$ cat config.mk
export PLATFORM = sky130hd
export DESIGN_NAME = multi_clk_div_flat
export DESIGN_NICKNAME = d
export VERILOG_FILES = /design/src/rtl/multi_clk_div_pkg.sv /design/src/rtl/multi_clk_div_if.sv /design/src/rtl/clk_div_ch.sv /design/src/rtl/multi_clk_div.sv /design/src/flat_wrapper.sv
export SDC_FILE = /design/constraint.sdc
export NUM_CORES = 1
export LEC_CHECK = 0
export BUFFER_PORTS_ARGS = -buffer_cell sky130_fd_sc_hd__buf_2
export CAP_MARGIN = 30
export CORE_MARGIN = 10
export CORE_UTILIZATION = 34
export DETAILED_ROUTE_END_ITERATION = 6
export PLACE_DENSITY_LB_ADDON = 0.05
export SYNTH_ARGS = -nofsm -noshare
export SYNTH_HDL_FRONTEND = slang
export SYNTH_SLANG_ARGS = --single-unit
$ cat constraint.sdc
create_clock -name i_ref_clk -period 3.35 [get_ports i_ref_clk]
set_input_delay 0 -clock i_ref_clk [delete_from_list [all_inputs] [get_ports i_ref_clk]]
set_output_delay 0 -clock i_ref_clk [all_outputs]
set_load 0.01 [all_outputs]
$ cat src/rtl/multi_clk_div_pkg.sv
// Shared types and helpers for the multi-channel integer clock divider.
// Optional feature macro: MULTI_CLK_DIV_DUTY50_EN (see clk_div_ch).
package multi_clk_div_pkg;

  typedef enum logic {
    ST_BYPASS = 1'b0,
    ST_RUN    = 1'b1
  } ch_state_t;

  localparam int DEF_RATIO_W = 8;
  // Helpers work on a fixed wide ratio so any RATIO_W up to 32 can use them.
  localparam int RATIO_EXT_W = 32;

  function automatic logic [RATIO_EXT_W-1:0] hi_len(input logic [RATIO_EXT_W-1:0] ratio);
    return ratio >> 1;
  endfunction

  function automatic logic ratio_ok(input logic [RATIO_EXT_W-1:0] ratio);
    return ratio >= RATIO_EXT_W'(2);
  endfunction

endpackage

$ cat src/rtl/multi_clk_div_if.sv
// Per-channel enable/ratio inputs and divided-clock/tick/ack outputs of multi_clk_div.
interface multi_clk_div_if #(
  parameter int NUM_CH  = 2,
  parameter int RATIO_W = 8
);
  logic [NUM_CH-1:0]         i_clk_en;
  logic [NUM_CH*RATIO_W-1:0] i_div_ratio;
  logic [NUM_CH-1:0]         o_div_clk;
  logic [NUM_CH-1:0]         o_div_tick;
  logic [NUM_CH-1:0]         o_upd_done;

  modport master (
    output i_clk_en, i_div_ratio,
    input  o_div_clk, o_div_tick, o_upd_done
  );

  modport slave (
    input  i_clk_en, i_div_ratio,
    output o_div_clk, o_div_tick, o_upd_done
  );
endinterface

$ cat src/rtl/clk_div_ch.sv
// One divider channel: period counter, BYPASS/RUN state machine, tick and update-ack pulses.
// With MULTI_CLK_DIV_DUTY50_EN a negedge flop stretches odd-ratio high time by half a cycle.
//
// state     | meaning
// ST_BYPASS | output follows i_ref_clk; waits for enable with ratio >= 2
// ST_RUN    | output is the divided clock; ratio/enable sampled only at wrap
module clk_div_ch
  import multi_clk_div_pkg::*;
#(
  parameter int RATIO_W = DEF_RATIO_W
) (
  input  logic               i_ref_clk,
  input  logic               i_rst,
  input  logic               i_clk_en,
  input  logic [RATIO_W-1:0] i_ratio,
  output logic               o_div_clk,
  output logic               o_div_tick,
  output logic               o_upd_done
);

  ch_state_t          r_state, w_state_n;
  logic [RATIO_W-1:0] r_cnt, w_cnt_n;
  logic [RATIO_W-1:0] r_act, w_act_n;
  logic               r_div_q, w_div_q_n;
  logic               r_tick, w_tick_n;
  logic               r_upd, w_upd_n;

  logic               w_en_ok;
  logic               w_wrap;
  logic [RATIO_W-1:0] w_last;
  logic [RATIO_W-1:0] w_cnt_inc;
  logic [RATIO_W-1:0] w_hi;
  logic               w_run_clk;

  assign w_en_ok   = i_clk_en && ratio_ok(RATIO_EXT_W'(i_ratio));
  // Full-width compare keeps a ratio of 2^RATIO_W-1 from overflowing cnt.
  assign w_last    = r_act - RATIO_W'(1);
  assign w_wrap    = (r_cnt == w_last);
  assign w_cnt_inc = r_cnt + RATIO_W'(1);
  assign w_hi      = RATIO_W'(hi_len(RATIO_EXT_W'(r_act)));

  always_ff @(posedge i_ref_clk or posedge i_rst) begin
    if (i_rst) begin
      r_state <= ST_BYPASS;
      r_cnt   <= '0;
      r_act   <= '0;
      r_div_q <= 1'b0;
      r_tick  <= 1'b0;
      r_upd   <= 1'b0;
    end else begin
      r_state <= w_state_n;
      r_cnt   <= w_cnt_n;
      r_act   <= w_act_n;
      r_div_q <= w_div_q_n;
      r_tick  <= w_tick_n;
      r_upd   <= w_upd_n;
    end
  end

  // Every transition lands on a posedge where the output is, or becomes, high.
  always_comb begin
    w_state_n = r_state;
    w_cnt_n   = r_cnt;
    w_act_n   = r_act;
    w_div_q_n = r_div_q;
    w_tick_n  = 1'b0;
    w_upd_n   = 1'b0;
    case (r_state)
      ST_BYPASS: begin
        if (w_en_ok) begin
          w_state_n = ST_RUN;
          w_act_n   = i_ratio;
          w_cnt_n   = '0;
          w_div_q_n = 1'b1;
          w_tick_n  = 1'b1;
          w_upd_n   = 1'b1;
        end
      end
      ST_RUN: begin
        if (w_wrap) begin
          w_cnt_n = '0;
          if (!w_en_ok) begin
            w_state_n = ST_BYPASS;
            w_div_q_n = 1'b0;
            w_upd_n   = 1'b1;
          end else begin
            w_div_q_n = 1'b1;
            w_tick_n  = 1'b1;
            if (i_ratio != r_act) begin
              w_act_n = i_ratio;
              w_upd_n = 1'b1;
            end
          end
        end else begin
          w_cnt_n   = w_cnt_inc;
          w_div_q_n = (w_cnt_inc < w_hi);
        end
      end
      default: begin
        w_state_n = ST_BYPASS;
      end
    endcase
  end

`ifdef MULTI_CLK_DIV_DUTY50_EN
  logic r_div_n;

  always_ff @(negedge i_ref_clk or posedge i_rst) begin
    if (i_rst) r_div_n <= 1'b0;
    else       r_div_n <= r_div_q;
  end

  assign w_run_clk = r_act[0] ? (r_div_q | r_div_n) : r_div_q;
`else
  assign w_run_clk = r_div_q;
`endif

  assign o_div_clk  = (r_state == ST_RUN) ? w_run_clk : i_ref_clk;
  assign o_div_tick = r_tick;
  assign o_upd_done = r_upd;

endmodule

$ cat src/rtl/multi_clk_div.sv
// NUM_CH independent integer clock dividers sharing one reference clock and reset.
// Optional feature macro: MULTI_CLK_DIV_DUTY50_EN (50% duty for odd ratios).
module multi_clk_div
  import multi_clk_div_pkg::*;
#(
  parameter int NUM_CH  = 2,
  parameter int RATIO_W = DEF_RATIO_W
) (
  input  logic            i_ref_clk,
  input  logic            i_rst,
  multi_clk_div_if.slave  bus
);

  logic [NUM_CH-1:0]         w_clk_en;
  logic [NUM_CH*RATIO_W-1:0] w_ratio;
  logic [NUM_CH-1:0]         w_div_clk;
  logic [NUM_CH-1:0]         w_div_tick;
  logic [NUM_CH-1:0]         w_upd_done;

  assign w_clk_en = bus.i_clk_en;
  assign w_ratio  = bus.i_div_ratio;

  for (genvar k = 0; k < NUM_CH; k++) begin : g_ch
    clk_div_ch #(
      .RATIO_W (RATIO_W)
    ) u_ch (
      .i_ref_clk  (i_ref_clk),
      .i_rst      (i_rst),
      .i_clk_en   (w_clk_en[k]),
      .i_ratio    (w_ratio[k*RATIO_W +: RATIO_W]),
      .o_div_clk  (w_div_clk[k]),
      .o_div_tick (w_div_tick[k]),
      .o_upd_done (w_upd_done[k])
    );
  end

  assign bus.o_div_clk  = w_div_clk;
  assign bus.o_div_tick = w_div_tick;
  assign bus.o_upd_done = w_upd_done;

endmodule

$ cat src/flat_wrapper.sv
// flat-port wrapper written by rule: the top's interface ports become plain ports
module multi_clk_div_flat import multi_clk_div_pkg::*;
#(
  parameter int NUM_CH  = 2,
  parameter int RATIO_W = DEF_RATIO_W
)
  (i_ref_clk, i_rst, bus_i_clk_en, bus_i_div_ratio, bus_o_div_clk, bus_o_div_tick, bus_o_upd_done);
  multi_clk_div_if #(.NUM_CH(NUM_CH), .RATIO_W(RATIO_W)) bus_i ();
  input  logic i_ref_clk;
  input  logic i_rst;
  input wire logic [$bits(bus_i.i_clk_en)-1:0] bus_i_clk_en;
  input wire logic [$bits(bus_i.i_div_ratio)-1:0] bus_i_div_ratio;
  output wire logic [$bits(bus_i.o_div_clk)-1:0] bus_o_div_clk;
  output wire logic [$bits(bus_i.o_div_tick)-1:0] bus_o_div_tick;
  output wire logic [$bits(bus_i.o_upd_done)-1:0] bus_o_upd_done;
  assign bus_i.i_clk_en = bus_i_clk_en;
  assign bus_i.i_div_ratio = bus_i_div_ratio;
  assign bus_o_div_clk = bus_i.o_div_clk;
  assign bus_o_div_tick = bus_i.o_div_tick;
  assign bus_o_upd_done = bus_i.o_upd_done;
  multi_clk_div #(.NUM_CH(NUM_CH), .RATIO_W(RATIO_W)) u_core (.i_ref_clk(i_ref_clk), .i_rst(i_rst), .bus(bus_i));
endmodule
==> results.rst, run 1 <==
.. list-table::
   :header-rows: 1

   * - Metric
     - Value
   * - Result of the run
     - finished clean
   * - Family with the most delay on the worst path
     - simple AND/OR/NAND/NOR gates
   * - Seq cells post-synth
     - 40
   * - Part of the cycle the worst path needs
     - 85.7%
   * - Cell breakdown of the critical path
     - inv_1 -> ha_1 -> or3b_1 -> nor4b_1 -> o22ai_1 -> o41ai_4 -> and3_1 -> mux2_4
   * - Register-to-register path setup slack
     - 480 ps
   * - Number of flops mapped to enable cells by yosys
     - 0
   * - Fraction of layout instances using a drive strength above 1
     - 15.1%
   * - Power per Cell Area
     - 289 nW/um2
   * - Global routing usage summed across all routing layers
     - 14.3%
   * - Critical path startpoint
     - u_core.g_ch[1].u_ch.r_act[0]
   * - Util after Layout
     - 39.4%
   * - Leak
     - 1.68 nW
   * - Clock input transition at the sequential cells of the worst setup and hold paths
     - 90 ps
   * - Worst hold start
     - bus_i_div_ratio[7]
   * - Unrepaired setup endpoints after global routing
     - false
   * - Setup TNS
     - 0 ps
   * - Row Count
     - 35
   * - Worst r2r dst
     - u_core.g_ch[1].u_ch.r_act[0]
   * - Avg WL per Cell
     - 18.0 um
   * - Logic depth of the worst setup path including buffers
     - 8
   * - Number of cells produced by synthesis
     - 356
   * - Number of remaining DRC errors
     - 0
   * - Async S/R FF share, synth
     - 100%
   * - Seq/Total Area, Yosys
     - 31.8%
   * - Area taken by flip-flops and latches
     - 1000 um2
   * - Core Region
     - 9110 um2
   * - Buffers plus inverters on the worst setup path
     - 1
   * - Grt ovf
     - 0
   * - Data arrival, critical path
     - 3160 ps
   * - Beginning of the worst register-to-register path
     - u_core.g_ch[1].u_ch.r_act[0]
   * - Ports
     - 26
   * - Number of placed cells counting well taps
     - 472
   * - Highest ir drop seen on vdd
     - 0.140 mV
   * - Initial DRT Pass Iterations
     - 4
   * - Multi-input gate area
     - 1930 um2
   * - Final total power
     - 0.00104 W
   * - Layout-stage area growth over the synthesis result
     - 13.9%
   * - Worst setup path endpoint
     - u_core.g_ch[1].u_ch.r_act[0]
   * - Cell Count, Final, Fillers Out
     - 495
   * - Number of violations reported at the end of detailed-routing iteration 0
     - 114
   * - CTS tree
     - built
   * - Total of max-cap violations
     - 0
   * - Pin count of the biggest net entering global routing
     - 41
   * - Critical Path Start Type
     - flop
   * - Final antenna-violating net count
     - 0
   * - Flip-flop cell with the highest count after synthesis
     - sky130_fd_sc_hd__dfrtp_1
   * - Endpoints failing setup
     - 0
   * - Final-stage net count
     - 418
   * - Worst-Margin Slew
     - 667 ps
   * - Largest driver fanout on the critical path
     - 8
   * - Number of global-route vias before repair
     - 2859
   * - DIE WIDTH
     - 116 um
   * - Post-Route WL
     - 8.90 mm
   * - Crit path capture type
     - flop
   * - Cell type of the slowest stage on the worst timing path
     - sky130_fd_sc_hd__and3_1
   * - HPWL Detailed
     - 6.42 mm
   * - Mapped Nets
     - 392
   * - Number of max-slew violations in the final report
     - 0
   * - Max frequency
     - 348 MHz
   * - Start-to-end type of the worst setup path
     - reg -> reg
   * - Mean number of vias per cell
     - 5.37
   * - Post-CTS Resized
     - 0
   * - Netlist area before placement
     - 3150 um2
   * - Via total after detailed routing
     - 2657
   * - Shortest clock period the worst path allows after layout
     - 2870 ps
   * - Worst stage delay on the critical path
     - 540 ps
   * - First-pass GRT wire length
     - 15.0 mm
   * - Number of buffers inserted by post-CTS setup repair
     - 0
   * - Avg Cell Area, Syn
     - 8.84 um2
   * - Clock Latency Late Sink
     - 400 ps
   * - Critical path required time
     - 3640 ps
   * - Worst Clk Skew
     - 5.23 ps
   * - Die footprint
     - 13500 um2
   * - Initial antenna violation count
     - 1
   * - Global placer's final weighted congestion
     - 0.829
   * - Starting density of the core
     - 34.5%
   * - Worst slew margin
     - 55.0%
   * - Input/output buffers
     - 25
   * - R2r worst-path depth
     - 8
   * - Final-layout fill cell count
     - 950
   * - Final Hold Violating Endpoints
     - 0
   * - Class of the worst hold path
     - in -> reg
   * - Yosys warns
     - 0
   * - Vertical die dimension
     - 116 um
   * - Count of different cell masters after synthesis
     - 49
-- layer usage --
layer / global-route usage [%] / part of all wire (%)
met1: 16.1 / 43
met2: 25.1 / 52
met3: 3.80 / 3.3
met4: 5.42 / 1.7
met5: 0 / 0
-- flip-flops by register name (all words and copies together), names as in the netlist --
name and count:
u_core.g_ch.u_ch.r_cnt 16, u_core.g_ch.u_ch.o_upd_done 2, u_core.g_ch.u_ch.r_div_q 2, u_core.g_ch.u_ch.r_act 16, u_core.g_ch.u_ch.o_div_tick 2, u_core.g_ch.u_ch.r_state 2
-- per-stage QoR --
stage | setup slack [ps] | hold slack, ps | cell area (um2)
after floorplan | 679 | 148 | 3150
after global placement | 530 | 175 | 3330
after detailed placement | 487 | 171 | 3330
after CTS | 468 | 2.96 | 3580
after global routing | 286 | 60.6 | 3580
final | 480 | 9.75 | 3580
-- power breakdown --
group / switching [W] / leakage, nW / total (W) / internal (W)
combinational: 0.0000392 / 1.12 / 0.0000687 / 0.0000294
clock: 0.000216 / 0.0967 / 0.000487 / 0.000270
sequential: 0 / 0.471 / 0.000482 / 0.000482
-- Yosys cell counts (all sizes together), types with 4 or more instances --
cell type	instances	area share, %
nor3	10	1.6
clkbuf	18	2.1
nand3	25	4.0
nor4	4	0.80
o211ai	5	1.2
a211oi	4	0.95
a21oi	15	2.4
xor2	29	8.1
a21o	4	0.95
o311ai	8	2.2
dfrtp	40	32
ha	16	6.4
nand4	5	0.99
buf	10	2.5
and3	12	2.4
nand2b	8	1.6
o21ai	19	3.0
xnor2	18	5.0
inv	22	2.6
nand2	22	2.6
nor2	13	1.6
a22o	4	1.1
o21a	4	0.95
mux2	10	4.5
-- worst register-to-register path, stage by stage (launching register included) --
cell	delay, ps
sky130_fd_sc_hd__dfrtp_1	450
sky130_fd_sc_hd__inv_1	90
sky130_fd_sc_hd__ha_1	200
sky130_fd_sc_hd__or3b_1	380
sky130_fd_sc_hd__nor4b_1	250
sky130_fd_sc_hd__o22ai_1	150
sky130_fd_sc_hd__o41ai_4	360
sky130_fd_sc_hd__and3_1	540
sky130_fd_sc_hd__mux2_4	340
-- final cells by class --
cell class                      instances  share of cell area, %
Multi-Input combinational cell        266                   53.7
Sequential cell                        40                   27.9
Antenna cell                            1                 0.0698
Clock buffer                           13                   4.22
Tap cell                              111                   3.87
Clock inverter                          1                  0.209
Timing Repair Buffer                   41                   7.68
Inverter                               22                   2.30
-- what timing repair did --
item,4_1_cts,5_1_grt
hold buffers,10,0
setup endpoints to repair,0,0
endpoints found under the hold margin,49,0
-- worst min-delay path by stage --
stage | to | slack (ps) | cells after the start
after floorplan | u_core.g_ch[1].u_ch.r_act[0] | 150 | 1
after global placement | u_core.g_ch[0].u_ch.r_cnt[4] | 180 | 3
after detailed placement | u_core.g_ch[0].u_ch.r_cnt[6] | 170 | 3
after CTS | u_core.g_ch[0].u_ch.r_act[1] | 3 | 5
after global routing | u_core.g_ch[0].u_ch.r_act[7] | 60 | 5
final | u_core.g_ch[0].u_ch.r_act[7] | 10 | 5
-- cells by family after synthesis --
logic type | after synthesis | share of synthesized area [%]
AOI/OAI and AO/OA | 82 | 18.5
DFF | 40 | 31.8
and+or+nand+nor | 111 | 18.4
muxes | 10 | 4.53
adders and majority gates | 16 | 6.36
xor gates and xnor gates | 47 | 13.1
buffers and inverters | 50 | 7.24
-- cell usage in the layout, fill, tap and decap left out, drive strengths merged, types with 5 or more instances in the layout --
| cell type | count |
|---|---|
| dfrtp | 40 |
| o211ai | 5 |
| a21oi | 15 |
| xor2 | 29 |
| nor2 | 13 |
| clkbuf | 11 |
| and3 | 12 |
| xnor2 | 18 |
| nand3 | 25 |
| nand4 | 5 |
| o311ai | 8 |
| nand2b | 8 |
| o21ai | 19 |
| dlygate4sd3 | 10 |
| mux2 | 10 |
| ha | 16 |
| buf | 33 |
| nor3 | 10 |
| inv | 21 |
| nand2 | 22 |
Note: power is estimated with default switching activity, not from simulation.
==> run 2: changes to the inputs <==
--- a/config.mk
+++ b/config.mk
@@ -10,7 +10,8 @@
 export CORE_MARGIN = 10
 export CORE_UTILIZATION = 34
 export DETAILED_ROUTE_END_ITERATION = 6
-export PLACE_DENSITY_LB_ADDON = 0.05
+export PLACE_DENSITY = 0.49
+export REMOVE_ABC_BUFFERS = 1
 export SYNTH_ARGS = -nofsm -noshare
 export SYNTH_HDL_FRONTEND = slang
 export SYNTH_SLANG_ARGS = --single-unit
==> run 2 against run 1 <==
Cell area increased by 0.94%; hold slack got worse by 8.5 ps; register-to-register slack about the same; sequential power about the same; clock-buffer cell count decreased by 2; cell count unchanged; utilization increased by 0.37 points; clock power increased by 14%; setup slack improved by 5.7 ps; die area unchanged; sequential share of layout area decreased by 0.26 points; first-iteration DRC count decreased by 8.8%; critical path type unchanged; highest routed layer unchanged.
==> results.rst, run 2 (synthesis results as in run 1) <==
.. list-table::
   :header-rows: 1

   * - Metric
     - Value
   * - Worst Clk Skew
     - 5.16 ps (-0.0682 ps)
   * - Via total after detailed routing
     - 2714 (+2.1%)
   * - Highest ir drop seen on vdd
     - 0.143 mV (+2.2%)
   * - Initial DRT Pass Iterations
     - 4 (unchanged)
   * - Final antenna-violating net count
     - 0 (unchanged)
   * - Part of the cycle the worst path needs
     - 85.5% (-0.17 points)
   * - Worst-Margin Slew
     - 657 ps (-9.74 ps)
   * - Logic pwr share
     - 6.2% (-0.4 points)
   * - Clock input transition at the sequential cells of the worst setup and hold paths
     - 90 ps (about the same)
   * - Data arrival, critical path
     - 3170 ps (about the same)
   * - Met2 Usage GRT
     - 22.3% (-2.8 points)
   * - Layout-stage area growth over the synthesis result
     - 15.0%
   * - Worst stage delay on the critical path
     - 540 ps (about the same)
   * - Setup TNS
     - 0 ps (unchanged)
   * - Mean number of vias per cell
     - 5.48 (+2.1%)
   * - Unrepaired setup endpoints after global routing
     - false
   * - Class of the worst hold path
     - in -> reg
   * - Cell breakdown of the critical path
     - inv_1 -> ha_1 -> or3b_1 -> nor4b_1 -> o22ai_1 -> o41ai_4 -> and3_1 -> mux2_4
   * - Vertical die dimension
     - 116 um (unchanged)
   * - Worst slew margin
     - 55.6% (+0.56 points)
   * - Met1 usage in global routing
     - 16.0% (-0.076 points)
   * - Family with the most delay on the worst path
     - simple AND/OR/NAND/NOR gates
   * - Inserted Diodes
     - 0 (-1)
   * - Number of remaining DRC errors
     - 0 (unchanged)
   * - Final Hold Violating Endpoints
     - 0 (unchanged)
   * - Beginning of the worst register-to-register path
     - u_core.g_ch[1].u_ch.r_act[0]
   * - Power per Cell Area
     - 306 nW/um2 (+5.7%)
   * - Cell type of the slowest stage on the worst timing path
     - sky130_fd_sc_hd__and3_1
   * - Most used cells in the layout excluding fill and tap cells
     - sky130_fd_sc_hd__dfrtp_1, sky130_fd_sc_hd__xor2_1, sky130_fd_sc_hd__nand3_1, sky130_fd_sc_hd__buf_2, sky130_fd_sc_hd__nand2_1
   * - Row Count
     - 35 (unchanged)
   * - Pin count of the biggest net entering global routing
     - 41 (unchanged)
   * - Total of max-cap violations
     - 0 (unchanged)
   * - Die footprint
     - 13500 um2 (unchanged)
   * - PnR worst setup slack
     - 486 ps (+5.66 ps)
   * - Number of buffers inserted by post-CTS setup repair
     - 0 (unchanged)
   * - HPWL Detailed
     - 6.07 mm (-5.5%)
   * - Met3 usage in global routing
     - 3.95% (+0.15 points)
   * - Avg WL per Cell
     - 17.0 um (-5.4%)
   * - Number of placed cells counting well taps
     - 470 (-0.42%)
   * - Most common cell after layout, fill and taps aside
     - sky130_fd_sc_hd__dfrtp_1
   * - Leak
     - 1.70 nW (+0.82%)
   * - GRT busiest layer
     - met2
   * - Register-to-register path setup slack
     - 490 ps (about the same)
   * - DIE WIDTH
     - 116 um (unchanged)
   * - Cell Count, Final, Fillers Out
     - 495 (unchanged)
   * - R2r worst-path depth
     - 8 (unchanged)
   * - Net switching share of the total power
     - 24.1% (-0.56 points)
   * - Final total power
     - 0.00111 W (+6.6%)
   * - Number of cells on the worst hold path
     - 5 (unchanged)
   * - Post-Route WL
     - 8.42 mm (-5.4%)
   * - Grt ovf
     - 0 (unchanged)
   * - Global routing usage summed across all routing layers
     - 13.6% (-0.70 points)
   * - Sequential Power Share
     - 43.6% (-2.9 points)
   * - Largest driver fanout on the critical path
     - 8 (unchanged)
   * - Initial antenna violation count
     - 0 (-1)
   * - Start-to-end type of the worst setup path
     - reg -> reg
   * - Final-layout fill cell count
     - 932 (-1.9%)
   * - Final-stage net count
     - 419 (+0.24%)
   * - Critical path required time
     - 3650 ps (about the same)
   * - Area taken by flip-flops and latches
     - 1000 um2 (unchanged)
   * - Starting density of the core
     - 34.5% (unchanged)
   * - Sink of the worst hold path
     - u_core.g_ch[0].u_ch.r_act[5]
   * - P_sw
     - 0.000266 W (+4.2%)
   * - Worst hold start
     - bus_i_div_ratio[5]
   * - Endpoints failing setup
     - 0 (unchanged)
   * - Multi-input gate area
     - 1930 um2 (unchanged)
   * - Max frequency
     - 349 MHz (+0.20%)
   * - CTS tree
     - built
   * - Shortest clock period the worst path allows after layout
     - 2860 ps (-5.66 ps)
   * - Ports
     - 26 (unchanged)
   * - Placed cell areas
     - 3320 um2 (-0.45%)
   * - Internal Power
     - 0.000840 W (+7.4%)
   * - Result of the run
     - finished clean
   * - Clock Latency Late Sink
     - 410 ps (about the same)
   * - Logic depth of the worst setup path including buffers
     - 8 (unchanged)
   * - Buffers plus inverters on the worst setup path
     - 1 (unchanged)
   * - Worst r2r dst
     - u_core.g_ch[1].u_ch.r_act[4]
   * - Placement-stage worst setup slack
     - 472 ps (-15.7 ps)
   * - Number of global-route vias before repair
     - 2849 (-0.35%)
   * - Largest registers
     - u_core.g_ch.u_ch.r_act x16, u_core.g_ch.u_ch.r_cnt x16
   * - Crit path capture type
     - flop
   * - Input/output buffers
     - 25 (unchanged)
   * - Fraction of layout instances using a drive strength above 1
     - 14.8% (-0.30 points)
   * - Number of violations reported at the end of detailed-routing iteration 0
     - 104 (-8.8%)
   * - Global placer's final weighted congestion
     - 0.803 (-3.2%)
   * - Part of the total power dissipated in the clock network
     - 50.2% (+3.3 points)
   * - First-pass GRT wire length
     - 14.4 mm (-4.1%)
   * - Critical Path Start Type
     - flop
   * - Final design area excluding fillers
     - 3620 um2 (+0.94%)
   * - Core Region
     - 9110 um2 (unchanged)
   * - Number of max-slew violations in the final report
     - 0 (unchanged)
[run 2: worst max path at each step]
stage	start	end
floorplan	u_core.g_ch[1].u_ch.r_act[0]	u_core.g_ch[1].u_ch.r_act[3]
global placement	u_core.g_ch[1].u_ch.r_act[0]	u_core.g_ch[1].u_ch.r_act[6]
detailed placement	u_core.g_ch[1].u_ch.r_act[0]	u_core.g_ch[1].u_ch.r_act[4]
CTS	u_core.g_ch[1].u_ch.r_act[0]	u_core.g_ch[1].u_ch.r_act[4]
global route	u_core.g_ch[1].u_ch.r_act[1]	u_core.g_ch[1].u_ch.r_act[4]
finish	u_core.g_ch[1].u_ch.r_act[0]	u_core.g_ch[1].u_ch.r_act[4]
[run 2: metrics by stage]
step | hold WS (ps) | util, %
global route | 70.1 | 39.7
finish | 1.21 | 39.7
CTS | 2.31 | 39.7
global placement | 160 | 36.4
floorplan | 148 | -
detailed placement | 168 | 36.4
[run 2: power groups by stage]
stage	logic, W	clock network, W	registers (W)
3_3_place_gp	0.0000579	0.000000525	0.000492
3_5_place_dp	0.0000584	0.000000525	0.000492
5_1_grt	0.0000774	0.000600	0.000482
4_1_cts	0.0000703	0.000572	0.000482
2_1_floorplan	0.0000259	0.000000525	0.000492
6_report	0.0000690	0.000555	0.000482
[run 2: routing by layer]
layer / wire length (um) / up-vias
met1: 3750 / 1311
met5: 0 / -
met4: 138 / 0
met2: 4040 / 72
li1: - / 1319
met3: 488 / 12
[run 2: tightest hold or removal path: cells and delay by family]
kind	cells	cell delay [ps]
AOI/OAI and AO/OA	3	180
and+or+nand+nor	1	70
buffers and inverters	1	120
[run 2: timing repair]
action	4_1_cts	5_1_grt
hold endpoints to repair	52	0
hold buffers	13	0
gates resized for setup	0	0
[run 2: area by class of cell]
| type | instances | share of cell area, % |
|---|---|---|
| Clock inverter | 3 | 1.28 |
| Multi-Input combinational cell | 266 | 53.2 |
| Timing Repair Buffer | 42 | 8.02 |
| Inverter | 22 | 2.28 |
| Clock buffer | 11 | 3.70 |
| Tap cell | 111 | 3.84 |
| Sequential cell | 40 | 27.7 |
